**src/rtl/timer_unit.sv**
```systemverilog
// Programmable timer: TIMA counts falling edges of a divider tap gated by TAC,
// and after an overflow holds 0x00 for a while before reloading from TMA and raising irq.
module timer_unit #(
  parameter int OVF_DELAY = 4  // visible 0x00 cycles after overflow, must be >= 2
) (
  input  logic        clk,
  input  logic        nreset,
  input  logic [15:0] div,
  input  logic [1:0]  addr,
  input  logic        sel,
  input  logic        cpu_rd,
  input  logic        cpu_wr,
  input  logic [7:0]  d_in,
  output logic [7:0]  d_out,
  output logic        d_oe,
  output logic        irq,
  input  logic        irq_ack
);

  // state  | meaning
  // RUN    | TIMA counts falling tick edges
  // OVF    | TIMA wrapped to 0x00, waiting; a TIMA write aborts the reload
  // RELOAD | single cycle: TIMA <= TMA, irq set
  typedef enum logic [1:0] {RUN, OVF, RELOAD} state_t;

  localparam int CNT_W = (OVF_DELAY > 2) ? $clog2(OVF_DELAY) : 1;
  // RELOAD itself is one of the 0x00 cycles, so OVF lasts OVF_DELAY-1 cycles
  localparam logic [CNT_W-1:0] CNT_LAST = CNT_W'(OVF_DELAY - 2);

  state_t           state_q, state_d;
  logic [CNT_W-1:0] cnt_q, cnt_d;
  logic [7:0]       tima_q, tima_d;
  logic [7:0]       tma_q;
  logic [2:0]       tac_q;
  logic             irq_q, irq_d;
  logic             tick_q;
  logic             tap, tick, fall;
  logic             wr, wr_tima, wr_tma, wr_tac;
  logic             div_unused;

  assign div_unused = ^{div[15:10], div[8], div[6], div[4], div[2:0]};

  assign wr      = sel & cpu_wr;
  assign wr_tima = wr & (addr == 2'd1);
  assign wr_tma  = wr & (addr == 2'd2);
  assign wr_tac  = wr & (addr == 2'd3);

  always_comb begin
    case (tac_q[1:0])
      2'd0:    tap = div[9];
      2'd1:    tap = div[3];
      2'd2:    tap = div[5];
      default: tap = div[7];
    endcase
  end

  assign tick = tap & tac_q[2];
  assign fall = tick_q & ~tick;

  always_ff @(posedge clk or negedge nreset) begin
    if (!nreset) begin
      state_q <= RUN;
      cnt_q   <= '0;
      tima_q  <= 8'h00;
      tma_q   <= 8'h00;
      tac_q   <= 3'b000;
      irq_q   <= 1'b0;
      tick_q  <= 1'b0;
    end else begin
      state_q <= state_d;
      cnt_q   <= cnt_d;
      tima_q  <= tima_d;
      irq_q   <= irq_d;
      tick_q  <= tick;
      if (wr_tma) tma_q <= d_in;
      if (wr_tac) tac_q <= d_in[2:0];
    end
  end

  always_comb begin
    state_d = state_q;
    cnt_d   = cnt_q;
    tima_d  = tima_q;
    irq_d   = irq_ack ? 1'b0 : irq_q;
    case (state_q)
      RUN: begin
        if (wr_tima) begin
          tima_d = d_in;
        end else if (fall) begin
          if (tima_q == 8'hFF) begin
            tima_d  = 8'h00;
            state_d = OVF;
            cnt_d   = '0;
          end else begin
            tima_d = tima_q + 8'd1;
          end
        end
      end
      OVF: begin
        if (wr_tima) begin
          tima_d  = d_in;
          state_d = RUN;
        end else if (cnt_q == CNT_LAST) begin
          state_d = RELOAD;
        end else begin
          cnt_d = cnt_q + 1'b1;
        end
      end
      RELOAD: begin
        // a TMA write in this cycle goes straight through to TIMA
        tima_d  = wr_tma ? d_in : tma_q;
        irq_d   = 1'b1;
        state_d = RUN;
      end
      default: state_d = RUN;
    endcase
  end

  always_comb begin
    case (addr)
      2'd1:    d_out = tima_q;
      2'd2:    d_out = tma_q;
      2'd3:    d_out = {5'b11111, tac_q};
      default: d_out = 8'hFF;
    endcase
  end

  assign d_oe = sel & cpu_rd & (addr != 2'd0);
  assign irq  = irq_q;

endmodule

```
**config.mk**
```make
export PLATFORM = sky130hd
export DESIGN_NAME = timer_unit
export DESIGN_NICKNAME = d
export VERILOG_FILES = /design/src/rtl/timer_unit.sv
export SDC_FILE = /design/constraint.sdc
export NUM_CORES = 1
export LEC_CHECK = 0
export CORE_MARGIN = 2
export CORE_UTILIZATION = 39
export DETAILED_ROUTE_END_ITERATION = 16
export PLACE_DENSITY = 0.66
export SLEW_MARGIN = 0
export SYNTH_ARGS = -nofsm -noshare
export SYNTH_HDL_FRONTEND = slang
export SYNTH_SLANG_ARGS = --single-unit
```
**constraint.sdc**
```tcl
create_clock -name clk -period 3.3 [get_ports clk]
set_clock_uncertainty 0.05 [all_clocks]
set_input_delay 0.66 -clock clk [delete_from_list [all_inputs] [get_ports clk]]
set_output_delay 0.66 -clock clk [all_outputs]
set_load 0.02 [all_outputs]
```
==> results of run 1 <==
[repair_timing]
item                                    CTS  global route
gates resized for setup                   0             1
endpoints found under the setup margin    0             2
hold endpoints to repair                  0             0
[routing by layer]
metal,share of wire [%],vias up,wire length [um],track usage (%)
li1,-,732,-,-
met1,45,717,2030,26.2
met2,46,72,2060,30.5
met3,6.3,11,283,3.90
met4,2.0,0,91,7.26
met5,0,-,0,0
[cells in the mapped netlist (2+ instances only)]
| cell | count | share of area [%] |
|---|---|---|
| dfrtp_1 | 25 | 37 |
| a21oi_1 | 12 | 3.5 |
| mux2_2 | 12 | 7.9 |
| a221oi_1 | 9 | 4.6 |
| inv_1 | 9 | 2.0 |
| nor2_1 | 9 | 2.0 |
| nand2_1 | 8 | 1.8 |
| and3_1 | 6 | 2.2 |
| ha_1 | 6 | 4.4 |
| o22a_1 | 6 | 3.1 |
| o31ai_1 | 6 | 2.6 |
| mux2i_1 | 5 | 2.9 |
| o21ai_0 | 5 | 1.5 |
| buf_2 | 4 | 1.2 |
| nand3_1 | 4 | 1.2 |
| a31oi_1 | 3 | 1.1 |
| and2_1 | 3 | 1.1 |
| clkbuf_1 | 3 | 0.66 |
| nand2b_1 | 3 | 1.1 |
| nand4_1 | 3 | 1.1 |
| a221o_1 | 2 | 1.2 |
| a22o_1 | 2 | 1.0 |
| buf_4 | 2 | 0.88 |
| nand4b_1 | 2 | 1.0 |
| o22ai_1 | 2 | 0.74 |
| o2bb2ai_1 | 2 | 1.0 |
| o31a_1 | 2 | 1.0 |
[cell families after synthesis]
family,Yosys count,synth area share (%)
and+or+nand+nor,44,14.2
adders and majority gates,6,4.41
muxes,17,10.9
buffers and inverters,18,4.71
AOI/OAI and AO/OA,61,29.0
DFF,25,36.8
[worst min-delay path by stage]
stage | startpoint | endpoint | slack, ns | cells after the start
6_report | irq | irq | 0.47 | 2
5_1_grt | irq | irq | 0.50 | 2
4_1_cts | irq | irq | 0.48 | 2
3_5_place_dp | irq | irq | 0.47 | 2
3_3_place_gp | irq | irq | 0.46 | 2
2_1_floorplan | nreset | cnt_q[0] | 0.31 | 0
[metrics by stage]
step	area, um^2	hold slack (ns)	std cells	total power, W
4_1_cts	2100	0.479	253	0.00136
5_1_grt	2100	0.498	253	0.00146
3_5_place_dp	2060	0.466	249	0.00116
3_3_place_gp	2060	0.463	249	0.00114
6_report	2100	0.474	253	0.00136
2_1_floorplan	1700	0.314	171	0.000952
[where the power goes]
part | total [W] | internal (W) | leakage, nW | switching, W
combinational | 0.000654 | 0.000308 | 0.552 | 0.000346
sequential | 0.000514 | 0.000399 | 0.310 | 0.000115
clock | 0.000188 | 0.0000866 | 0.0228 | 0.000101
total | 0.00136 | 0.000793 | 0.885 | 0.000562
[sequential cells by signal, summed over array words and instances (netlist names)]
register  count
irq           1
tick_q        1
tac_q         3
tima_q        8
state_q       2
tma_q         8
cnt_q         2
[area by class of cell]
class	count	area [um^2]	share of cell area, %
clock buffer	4	45.0	2.14
inverter	9	33.8	1.61
multi-input combinational	128	998	47.5
sequential	25	626	29.7
tap	52	65.1	3.09
timing repair buffer	35	335	15.9
[worst min-delay path, stage by stage (launching register included)]
cell     delay [ns]
dfrtp_1        0.38
inv_1          0.05
o21ai_0        0.06
==> results.rst, run 1 <==
.. list-table::
   :header-rows: 1

   * - Metric
     - Value
   * - I/O Pins
     - 42
   * - RR Startpoint
     - tima_q[0]
   * - Worst path max stage delay
     - 0.66 ns
   * - Count of buffers inserted at the top-level ports
     - 29
   * - Y dimension of the die
     - 70.1 um
   * - Logic depth of the worst path, buffers included
     - 4
   * - Worst path slowest cell
     - clkdlybuf4s50_1
   * - Detailed placement HPWL
     - around 3.2 mm
   * - Routed WL per cell
     - around 18 um
   * - Final period demand of the worst path
     - 3.09 ns
   * - N_diodes
     - 0
   * - Die W
     - 70.1 um
   * - Sum of negative setup slack
     - 0 ns
   * - Buffering stage count on the worst path with inverters included
     - 2
   * - Area of the placeable core
     - approximately 4300 um^2
   * - Ratio of cells with drive above 1 in the final layout
     - 14.9%
   * - First-pass GRT wire length
     - 7.56 mm
   * - Flip-flop cell with the highest count after synthesis
     - dfrtp_1
   * - Actual transition at the worst max-transition pin
     - around 0.64 ns
   * - Count of filler cells inserted in the layout
     - 411
   * - Required time of the critical path
     - between 2 and 3 ns
   * - Routed via count
     - 1532
   * - Startpoint kind of the worst setup timing path
     - input port
   * - Depth of the worst register-to-register path
     - 6
   * - Residual antenna-violating net count after detailed routing
     - 0
   * - Sequential share of the synthesized area
     - 36.8%
   * - Fmax
     - 324 MHz
   * - Leakage
     - just under 0.9 nW
   * - Synth Register Bits
     - 25
   * - Class of the tightest hold or removal check
     - reg -> reg
   * - Vias in the first global route
     - 1559
   * - Synthesized instance count
     - around 170
   * - Area overhead of the layout relative to synthesis
     - 23.6%
   * - Initial antenna violation count
     - 0
   * - Buffer levels on the longest clock path
     - 2
   * - Path type of the worst setup path
     - in -> out
   * - Asr flop ratio synth
     - 100%
   * - Number of clock sinks seen by CTS
     - 25
   * - Net total in the final layout
     - 240
   * - Top library cells by usage in the layout, fill and taps aside
     - clkdlybuf4s50_1 (29), dfrtp_1 (25), mux2_2 (12), a21oi_1 (12)
   * - TritonCTS clock tree
     - built
   * - Count of flip-flops with a built-in enable after synthesis
     - 0
   * - Worst setup slack after placement
     - 0.142 ns
   * - Initial DRC count
     - 72
   * - Pin count of the biggest net entering global routing
     - 26
   * - Clock-pin slew on the worst setup and hold paths
     - 0.09 ns
   * - Drt via density
     - roughly 6
   * - Most common cell after layout, fill and taps aside
     - clkdlybuf4s50_1
   * - Synth Area per Inst
     - 9.95 um^2
   * - Crit path setup slack, layout
     - 0.212 ns
   * - Aggregate global routing overflow
     - 0
   * - Root Driver
     - clkbuf_8
   * - Max H-tree Level
     - 1
   * - Number of detailed-routing iterations run before antenna repair
     - 4
   * - Critical Path End
     - d_out[6]
   * - Critical path arrival
     - about 2.4 ns
   * - Post-route fraction of the period consumed by the critical path
     - 93.6%
   * - PD cells
     - ~640 nW/um^2
   * - Number of max-slew violations in the final report
     - 0
   * - Post-route DRC violation count
     - 0
   * - Critical register-to-register path endpoint
     - tima_q[1]
   * - Final Routed Wirelength
     - 4.47 mm
   * - Inserted Clock Buffers
     - 3
   * - RSZ-0062 raised after global routing
     - false
   * - Number of library cell types mapped by synthesis
     - 43
   * - Final core area utilization
     - 49.3%
   * - Dominant delay contributor by cell family on the critical path
     - buffers and inverters
   * - Post-Synthesis Cell Area
     - 1700 um^2
   * - # setup viols final
     - 0
   * - Die ar.
     - 4910 um^2
   * - RD Place Congestion
     - ~0.83
   * - First element of the critical path
     - addr[1]
   * - Starting density of the core
     - 39.9%
   * - Maximum VDD drop
     - 334 uV
   * - Clock insertion delay at the later pin of the skew report
     - 0.27 ns
   * - Standard-cell row count
     - 24
   * - Cell occurring most often along the worst timing path
     - clkdlybuf4s50_1
   * - Crit path cell chain
     - clkdlybuf4s50_1 > nand2b_2 > o22a_1 > clkdlybuf4s50_1
   * - Kind of end point of the critical path
     - output pin
   * - Total GRT Usage
     - 19.3%
   * - Synthesized netlist net count
     - 209
   * - Worst setup slack for register-to-register paths
     - 0.96 ns
   * - Yosys Warn Count
     - 0
   * - Max-Slew Margin vs Limit
     - 56.9%
   * - Number of hold-slack violations in the final timing report
     - 0
   * - Highest fanout seen on the critical path
     - 8
   * - Max cap viols
     - 0
   * - Run status
     - completed
   * - Cts hold-fix bufs
     - 0
   * - Number of buffers inserted to repair setup after CTS
     - 0
Power figures use the tool's default switching activity.
==> run 2, diff against run 1 <==
--- a/config.mk
+++ b/config.mk
@@ -8,6 +8,7 @@
 export CORE_MARGIN = 2
 export CORE_UTILIZATION = 39
 export DETAILED_ROUTE_END_ITERATION = 16
+export HOLD_SLACK_MARGIN = 0.08
 export PLACE_DENSITY = 0.66
 export SLEW_MARGIN = 0
 export SYNTH_ARGS = -nofsm -noshare
==> results of run 2 <==
Final layout, timing and power as in run 1 (identical DEF).
